<file path="src/rtl/hdng_pkg.sv">
// ---------------------------------------------------------------------------
// hdng_pkg
// Shared types and constants for the heading-error generator.
//   state_t  : controller states (IDLE, CAL, RUN)
//   HDNG_W   : heading width (12-bit signed, wraps as an angle)
//   ERR_W    : saturated error width (10-bit signed)
//   YAW_W    : raw gyro yaw-rate width (16-bit signed)
//   ERR_MAX / ERR_MIN : clamp limits for the saturated error
//   sat_err  : clamps a 12-bit heading error into the 10-bit error range
// ---------------------------------------------------------------------------
package hdng_pkg;

  typedef enum logic [1:0] {
    IDLE = 2'd0,
    CAL  = 2'd1,
    RUN  = 2'd2
  } state_t;

  localparam int HDNG_W  = 12;
  localparam int ERR_W   = 10;
  localparam int YAW_W   = 16;
  localparam int ERR_MAX = 511;
  localparam int ERR_MIN = -512;

  function automatic logic signed [ERR_W-1:0] sat_err(input logic signed [HDNG_W-1:0] e);
    logic signed [ERR_W-1:0] r;
    if (e > ERR_MAX)      r = ERR_W'(ERR_MAX);
    else if (e < ERR_MIN) r = ERR_W'(ERR_MIN);
    else                  r = ERR_W'(e);
    return r;
  endfunction

endpackage

</file>
<file path="src/rtl/hdng_err_gen_cal.sv">
// ---------------------------------------------------------------------------
// yaw_offset_cal
// Averages 2^CAL_LOG2 yaw-rate samples to estimate the gyro zero-rate offset.
// Ports:
//   clk, rst_n : clock, asynchronous active-low reset
//   clr        : clears the sample counter and running sum (offset is kept)
//   yaw_vld    : sample qualifier; the parent gates this to the CAL state
//   yaw_rt     : raw signed yaw rate
//   offset     : registered offset estimate (floor of the average)
//   done       : combinational pulse on the final sample of a calibration
// ---------------------------------------------------------------------------
module yaw_offset_cal
  import hdng_pkg::*;
#(
  parameter int CAL_LOG2 = 11
) (
  input  logic                    clk,
  input  logic                    rst_n,
  input  logic                    clr,
  input  logic                    yaw_vld,
  input  logic signed [YAW_W-1:0] yaw_rt,
  output logic signed [YAW_W-1:0] offset,
  output logic                    done
);

  localparam int SUM_W = YAW_W + CAL_LOG2;

  logic [CAL_LOG2-1:0]     cnt;
  logic signed [SUM_W-1:0] sum;
  logic signed [SUM_W-1:0] sum_nxt;

  // The counter is all-ones exactly when the incoming sample is the last one.
  always_comb begin
    sum_nxt = sum + SUM_W'(yaw_rt);
    done    = yaw_vld && !clr && (&cnt);
  end

  always_ff @(posedge clk or negedge rst_n) begin
    if (!rst_n) begin
      cnt    <= '0;
      sum    <= '0;
      offset <= '0;
    end else if (clr) begin
      cnt <= '0;
      sum <= '0;
    end else if (yaw_vld) begin
      cnt <= cnt + 1'b1;
      if (done) begin
        // Arithmetic shift gives the floor of the average; the counter
        // wraps to zero on its own, the sum restarts for any later run.
        offset <= YAW_W'(sum_nxt >>> CAL_LOG2);
        sum    <= '0;
      end else begin
        sum <= sum_nxt;
      end
    end
  end

endmodule

</file>
<file path="src/rtl/hdng_err_gen.sv">
// ---------------------------------------------------------------------------
// hdng_err_gen
// Calibrates the gyro offset, integrates offset-compensated yaw rate into the
// actual heading, subtracts the desired heading and saturates the error.
// Ports:
//   clk, rst_n : clock, asynchronous active-low reset
//   strt_cal   : pulse, starts or restarts calibration
//   yaw_vld    : a new yaw_rt sample is present this cycle
//   yaw_rt     : raw signed gyro yaw rate (16 bits)
//   dsrd_hdng  : desired heading (12 bits signed), sampled with yaw_vld
//   cal_done   : high while running (calibration complete)
//   actl_hdng  : integrated heading (12 bits signed), registered
//   err_sat    : saturated heading error (10 bits signed)
//   hdng_vld   : one-cycle pulse qualifying err_sat, two cycles after a sample
// Build option: define GYRO_DEADBAND_EN to zero small compensated rates
// (|comp| <= DEADBAND) before integration while running.
// ---------------------------------------------------------------------------
module hdng_err_gen
  import hdng_pkg::*;
#(
  parameter int CAL_LOG2   = 11,
  parameter int HDNG_SHIFT = 11,
  parameter int DEADBAND   = 4
) (
  input  logic                     clk,
  input  logic                     rst_n,
  input  logic                     strt_cal,
  input  logic                     yaw_vld,
  input  logic signed [YAW_W-1:0]  yaw_rt,
  input  logic signed [HDNG_W-1:0] dsrd_hdng,
  output logic                     cal_done,
  output logic signed [HDNG_W-1:0] actl_hdng,
  output logic signed [ERR_W-1:0]  err_sat,
  output logic                     hdng_vld
);

  localparam int ACC_W = HDNG_W + HDNG_SHIFT;

  state_t                   state;
  logic signed [ACC_W-1:0]  hdng_acc;
  logic signed [ACC_W-1:0]  acc_nxt;
  logic signed [HDNG_W-1:0] dsrd_cap;
  logic signed [HDNG_W-1:0] err12;
  logic                     s1_vld;
  logic                     cal_vld;
  logic                     cal_last;
  logic signed [YAW_W-1:0]  offset;
  logic signed [YAW_W:0]    comp;
  logic signed [YAW_W:0]    comp_db;

  // Only samples taken while calibrating (and not coinciding with a restart)
  // feed the offset estimator.
  assign cal_vld = (state == CAL) && yaw_vld && !strt_cal;

  yaw_offset_cal #(
    .CAL_LOG2(CAL_LOG2)
  ) u_cal (
    .clk    (clk),
    .rst_n  (rst_n),
    .clr    (strt_cal),
    .yaw_vld(cal_vld),
    .yaw_rt (yaw_rt),
    .offset (offset),
    .done   (cal_last)
  );

  // One extra bit keeps yaw_rt - offset exact for any pair of 16-bit values.
  assign comp = {yaw_rt[YAW_W-1], yaw_rt} - {offset[YAW_W-1], offset};

`ifdef GYRO_DEADBAND_EN
  always_comb begin
    comp_db = comp;
    if ((comp <= DEADBAND) && (comp >= -DEADBAND)) comp_db = '0;
  end
`else
  localparam int unused_deadband = DEADBAND;
  assign comp_db = comp;
`endif

  // The accumulator wraps freely: heading is an angle, so overflow is the
  // intended modular behaviour, and the same holds for the 12-bit error.
  assign acc_nxt = hdng_acc + ACC_W'(comp_db);
  assign err12   = actl_hdng - dsrd_cap;

  always_ff @(posedge clk or negedge rst_n) begin
    if (!rst_n) begin
      state     <= IDLE;
      hdng_acc  <= '0;
      dsrd_cap  <= '0;
      s1_vld    <= 1'b0;
      cal_done  <= 1'b0;
      actl_hdng <= '0;
      err_sat   <= '0;
      hdng_vld  <= 1'b0;
    end else begin
      hdng_vld <= 1'b0;
      s1_vld   <= 1'b0;
      case (state)
        IDLE: begin
          if (strt_cal) state <= CAL;
        end
        CAL: begin
          if (strt_cal) begin
            hdng_acc <= '0;
            err_sat  <= '0;
          end else if (cal_last) begin
            hdng_acc <= '0;
            cal_done <= 1'b1;
            state    <= RUN;
          end
        end
        RUN: begin
          if (strt_cal) begin
            // A pending stage-1 sample is dropped so no pulse leaks into CAL.
            state    <= CAL;
            cal_done <= 1'b0;
            hdng_acc <= '0;
            err_sat  <= '0;
          end else begin
            if (yaw_vld) begin
              hdng_acc  <= acc_nxt;
              actl_hdng <= acc_nxt[HDNG_SHIFT +: HDNG_W];
              dsrd_cap  <= dsrd_hdng;
            end
            s1_vld <= yaw_vld;
            if (s1_vld) begin
              err_sat  <= sat_err(err12);
              hdng_vld <= 1'b1;
            end
          end
        end
        default: state <= IDLE;
      endcase
    end
  end

endmodule

</file>
<file path="config.mk">
export PLATFORM = sky130hd
export DESIGN_NAME = hdng_err_gen
export DESIGN_NICKNAME = d
export VERILOG_FILES = /design/src/rtl/hdng_pkg.sv /design/src/rtl/hdng_err_gen_cal.sv /design/src/rtl/hdng_err_gen.sv
export SDC_FILE = /design/constraint.sdc
export NUM_CORES = 1
export LEC_CHECK = 0
export CELL_PAD_IN_SITES_DETAIL_PLACEMENT = 1
export CELL_PAD_IN_SITES_GLOBAL_PLACEMENT = 1
export CORE_MARGIN = 2
export CORE_UTILIZATION = 35
export DETAILED_ROUTE_END_ITERATION = 16
export PLACE_DENSITY = 0.62
export SYNTH_ARGS = -nofsm -noshare
export SYNTH_HDL_FRONTEND = slang
export SYNTH_SLANG_ARGS = --single-unit
</file>
<file path="constraint.sdc">
create_clock -name clk -period 7.29 [get_ports clk]
set_clock_uncertainty 0.15 [all_clocks]
set_input_delay 1.458 -clock clk [delete_from_list [all_inputs] [get_ports clk]]
set_output_delay 1.458 -clock clk [all_outputs]
set_load 0.005 [all_outputs]
</file>
Word-level counts from Yosys, hierarchy flattened
Index checks and enable logic that the tools add are counted.

word-level totals
  output and inout port bits = 24
  flip-flop bits (word level) = 116
  input port bits = 32

operators by class
  bitwise gates (word level) = 1
  muxes and demuxes = 29
  $lt $le $gt $ge = 2
  add/subtract/negate cells = 5
  reductions and logical operators = 16
  eq/ne operators = 10

operators by type and width
  kind                                                                               count
  23-bit 2-to-1 mux                                                                  4
  27-bit 2-to-1 mux                                                                  3
  10-bit 2-to-1 mux                                                                  5
  23-bit case mux with 2 select lines                                                1
  27-bit by 16-bit adder with 27-bit output                                          1
  23-bit by 17-bit adder with 23-bit output                                          1
  11-bit 2-to-1 mux                                                                  2
  10-bit case mux with 2 select lines                                                1
  16-bit by 16-bit subtractor with 17-bit output                                     1
  3-bit AND reduction                                                                5
  12-bit by 10-bit greater-than comparator with 1-bit output, second input constant  1
  12-bit by 10-bit less-than comparator with 1-bit output, second input constant     1
  12-bit subtractor                                                                  1
  11-bit by 1-bit adder with 11-bit output, second input constant                    1
  11-bit AND reduction                                                               1
  3-bit != test, second input constant                                               3
  1-bit 2-to-1 mux                                                                   8
  2-bit != test, second input constant                                               4
  2-bit 2-to-1 mux                                                                   3
  1-bit logical AND                                                                  4
  2-bit case mux with 2 select lines                                                 1
  4-bit AND reduction                                                                1
  2-bit nonzero test                                                                 2
  2-bit by 1-bit == test with 1-bit output, second input constant                    1
  7 further kinds                                                                    7

Depth between registers and ports, before layout
  word-level depth = 8
  mapped depth = 13
  depth with buffers taken out = 13

Modules after synthesis
A second synthesis with hierarchy kept.

unflattened totals
  cell total of the unflattened synthesis = 957
  area total of the unflattened synthesis = 8628.3 sq um

by module, submodules not included
  module          instances  area an instance (sq um)  cells each
  hdng_err_gen    1          4862.2                    544
  yaw_offset_cal  1          3766.1                    413

Worst setup path after synthesis
No wires, ideal clock.

  path kind = input-to-reg
  start point = in yaw_rt[1]
  end point = reg hdng_acc[22]
  slack = 2.992 ns
  setup time = 0.121 ns
  path buffers = 0
  stages on the path = 12
  arrival = 4.027 ns
  required time = 7.019 ns
  cell sequence = inv_1 > fa_1 > inv_1 > fa_1 > a21o_1 > a21oi_1 > o21bai_1 > a221o_1 > a41oi_1 > xnor2_1 > o21bai_1 > a22o_1

between the ends
  longest elaborated chain between the ends = 5

RTL lines
  item                                            RTL line             source
  from (decl)                                     hdng_err_gen.sv:29   input logic signed [YAW_W-1:0] yaw_rt,
  16-bit by 16-bit subtractor with 17-bit output  hdng_err_gen.sv:68   assign comp = {yaw_rt[YAW_W-1], yaw_rt} - {offset[YAW_W-1], offset};
  23-bit by 17-bit adder with 23-bit output       hdng_err_gen.sv:82   assign acc_nxt = hdng_acc + ACC_W'(comp_db);
  23-bit 2-to-1 mux                               hdng_err_gen.sv:120  if (yaw_vld) begin
  23-bit 2-to-1 mux                               hdng_err_gen.sv:113  if (strt_cal) begin
  23-bit case mux with 2 select lines             hdng_err_gen.sv:98   case (state)
  to (signal assigned)                            hdng_err_gen.sv:121  hdng_acc <= acc_nxt;
  to (decl)                                       hdng_err_gen.sv:40   logic signed [ACC_W-1:0] hdng_acc;

Every way passes these cells. The select of a mux whose other input is x is not followed.
A chain may end at the register's enable or synchronous reset.

Final worst setup path
  start point = in yaw_rt[1]
  end point = reg hdng_acc[21]

The elaborated chain is that of the path after synthesis.

==> impl_metrics.tcl <==
set metrics [dict create \
    routabilityCongestion 0.842 \
    drc 0 \
    ys_types 70 \
    rsz0062_at_grt "no" \
    wl_mm 20.4 \
    rows 55 \
    synth.avg_cell_area_um2 9.30 \
    antenna_found_initial 0 \
    ant_nets 0 \
    ys.flop_type "dfrtp_1" \
    rrSetupSlack_ps 3760 \
    cts_sinks 116 \
    layout.nets 1045 \
    core-area_mm2 0.0226 \
    crit_path_max_incr_delay_ps 540 \
    synth_warnings 0 \
    power_leakage_nw 4.49 \
    start_kind "input port" \
    setup_viol 0 \
    hold_viol 0 \
    grt_use_met1 0.251 \
    vias_per_cell 5.16 \
    finalCritPeriodShare 0.653 \
    slew_headroom 0.211 \
    async_reset_ff_frac 1.00 \
    hold_path_class "reg2reg" \
    vias 6300 \
    drtPass1Iterations 4 \
    wl_per_cell_um 16.7 \
    grt_pass1_vias 6534 \
    overflow 0 \
    insertion_delay_ps 420 \
    status "finished clean" \
    syn_nets 991 \
    grtUsageMet3 0.0294 \
    synth-seq-area-share 0.359 \
    crit_family "compound AO/OA/AOI/OAI gates" \
    crit_path_end_kind "flop" \
    fmaxAchievable_ghz 0.210 \
    path_max_fanout 5 \
    worst_pin_slew_ps 1170 \
    track_usage 0.179 \
    worst_ep_arrival_time_ps 4890 \
    grt_pass1_wl_mm 34.3 \
    h-tree-depth 4 \
    critPathBufInv 3 \
    fillers 2589 \
    hpwlAfterDp_mm 15.3 \
    power_density_mw_per_mm2 210 \
    grt_use_met2 0.287 \
    timing.critical_path.cells "clkdlybuf4s50_1, inv_1, fa_1, inv_1, ha_1, a211oi_1, o21ai_0, a211oi_2, o311ai_1, a21o_1, a221oi_2, xor2_1, o21ai_0" \
    die-width_um 156 \
    required_ps 7420 \
    diodes 0 \
    finalNonFillerCells 1222 \
    area_growth_pct 17.7 \
    min_period_ps 4760 \
    syn_inst 870 \
    clk_pin_slew_worst_paths_ps 60 \
    final.setup.tns_ps 0 \
    initial_core_util 0.357 \
    io_buffers 55 \
    cap_violations 0 \
    critPathSlowestCell "clkdlybuf4s50_1" \
    syn_area_mm2 0.00809 \
    clockRootBuffer "clkbuf_16" \
    cts_buffer_depth 2 \
    slew_violations 0 \
    layout-drive-gt1-share 0.0790 \
    cts_setup_buffers 0 \
    synth_top_area_frac 0.359 \
    ir_drop_mv 0.138 \
    synth-edff-count 0 \
    cts_tree "yes" \
    cts_buffers 17 \
    ys_ff_latch 116 \
    cts_hold_buffers 0 \
    synth_area_leader_cell "dfrtp_1" \
    grt_max_degree 66 \
    worstSetupPathType "in2reg" \
    ios 56 \
    synth_area_leaders "dfrtp_1 36%, ha_1 10%, fa_1 5.9%" \
    dp.cells 1190 \
    die_height_um 156 \
    post-route-util 0.421 \
    drt_iter0_markers 268 \
    cts_resized 0 \
    top_usage_layer "met2" \
    dieArea_mm2 0.0244 \
]
[worst min-delay path: cells and delay by family (launching register included)]
| kind | cells | cell delay, ps |
|---|---|---|
| simple gates | 1 | 50 |
| compound gates | 1 | 60 |
| flops | 1 | 340 |
[cell type report]
| type | count | area [µm²] | share of cell area |
|---|---|---|---|
| repair buffers | 60 | 586 | 0.0615 |
| inverters | 116 | 435 | 0.0457 |
| flip-flops and latches | 116 | 2900 | 0.305 |
| multi-input cells | 613 | 4650 | 0.488 |
| clock inverters | 12 | 155 | 0.0163 |
| clock buffers | 20 | 437 | 0.0458 |
| well taps | 285 | 357 | 0.0374 |
[placed cells by master, fill, tap and decap left out, types with 6 or more instances in the layout]
cell type	count
nor3_1	9
o21ai_0	70
clkbuf_16	17
a22o_1	17
a21o_1	23
fa_1	24
dfrtp_1	116
o21bai_1	11
ha_1	65
o31ai_1	10
nor2_1	48
nand3_1	12
a221o_1	11
nand2_1	85
xnor2_1	31
a31oi_1	6
a211oi_1	7
clkdlybuf4s50_1	54
xor2_1	30
a21oi_1	44
buf_4	6
mux2_2	23
inv_1	116
[synth_stat cells, drive strengths merged (5+ instances only)]
| library cell | n |
|---|---|
| a21o | 24 |
| a22o | 17 |
| xor2 | 30 |
| o21a | 6 |
| dfrtp | 116 |
| nor3 | 10 |
| nor2 | 48 |
| ha | 65 |
| a21oi | 45 |
| a221o | 11 |
| xnor2 | 31 |
| clkbuf | 20 |
| inv | 116 |
| o31ai | 10 |
| mux2 | 23 |
| buf | 5 |
| nand3 | 12 |
| a211oi | 9 |
| fa | 24 |
| and3 | 5 |
| o21bai | 11 |
| a31oi | 6 |
| o21ai | 74 |
| nand2 | 85 |
[path summary, 6_finish.rpt]
check                                            start                        end  depth (start not counted)
min reg2reg                    hdng_acc[8]$_DFFE_PN0P_    hdng_acc[8]$_DFFE_PN0P_                          2
max reg2reg                u_cal.offset[1]$_DFFE_PN0P_   hdng_acc[21]$_DFFE_PN0P_                         11
min in group asynchronous                        rst_n     err_sat[7]$_DFFE_PN0P_                          1
max                                          yaw_rt[1]   hdng_acc[21]$_DFFE_PN0P_                         13
max in group asynchronous                        rst_n  u_cal.sum[18]$_DFFE_PN0P_                          2
min                            hdng_acc[8]$_DFFE_PN0P_    hdng_acc[8]$_DFFE_PN0P_                          2
[report_power, final]
| part | switching [W] | leakage (nW) | internal [W] | total, W |
|---|---|---|---|---|
| Combinational | 0.000268 | 2.61 | 0.000183 | 0.000451 |
| Clock | 0.000323 | 0.285 | 0.000538 | 0.000861 |
| Sequential | 0.0000167 | 1.60 | 0.000670 | 0.000687 |
[through the flow]
step	total power [W]	area [µm²]	hold slack [ps]	worst slack, ps
floorplan	0.00102	8090	293	2990
global placement	0.00115	8930	312	2140
detailed placement	0.00115	8930	326	2040
CTS	0.00203	9520	337	2480
global route	0.00212	9520	361	2210
finish	0.00200	9520	335	2530
[cells by family (layout without fill, tap and decap cells)]
| logic type | count (synthesis) | count (layout) | share of synthesized area |
|---|---|---|---|
| XOR/XNOR | 61 | 61 | 0.0660 |
| multiplexers | 24 | 24 | 0.0332 |
| flip-flops | 116 | 116 | 0.359 |
| buffers and inverters | 141 | 208 | 0.0676 |
| AND/OR/NAND/NOR | 190 | 190 | 0.106 |
| adder cells (fa/ha/maj) | 89 | 89 | 0.160 |
| AO/OA/AOI/OAI | 249 | 249 | 0.209 |
[sequential cells by signal, summed over array words and instances, names as in the netlist]
name and cells:
actl_hdng 12, err_sat 10, state 2, u_cal.sum 27, s1_vld 1, u_cal.cnt 11
hdng_acc 23, dsrd_cap 12, u_cal.offset 16, cal_done 1, hdng_vld 1
[layer usage]
metal	share of wire	vias up
li1	-	3122
met1	0.51	3101
met2	0.45	66
met3	0.023	11
met4	0.0091	0
met5	0	-
Note: power is estimated with default switching activity, not from simulation.
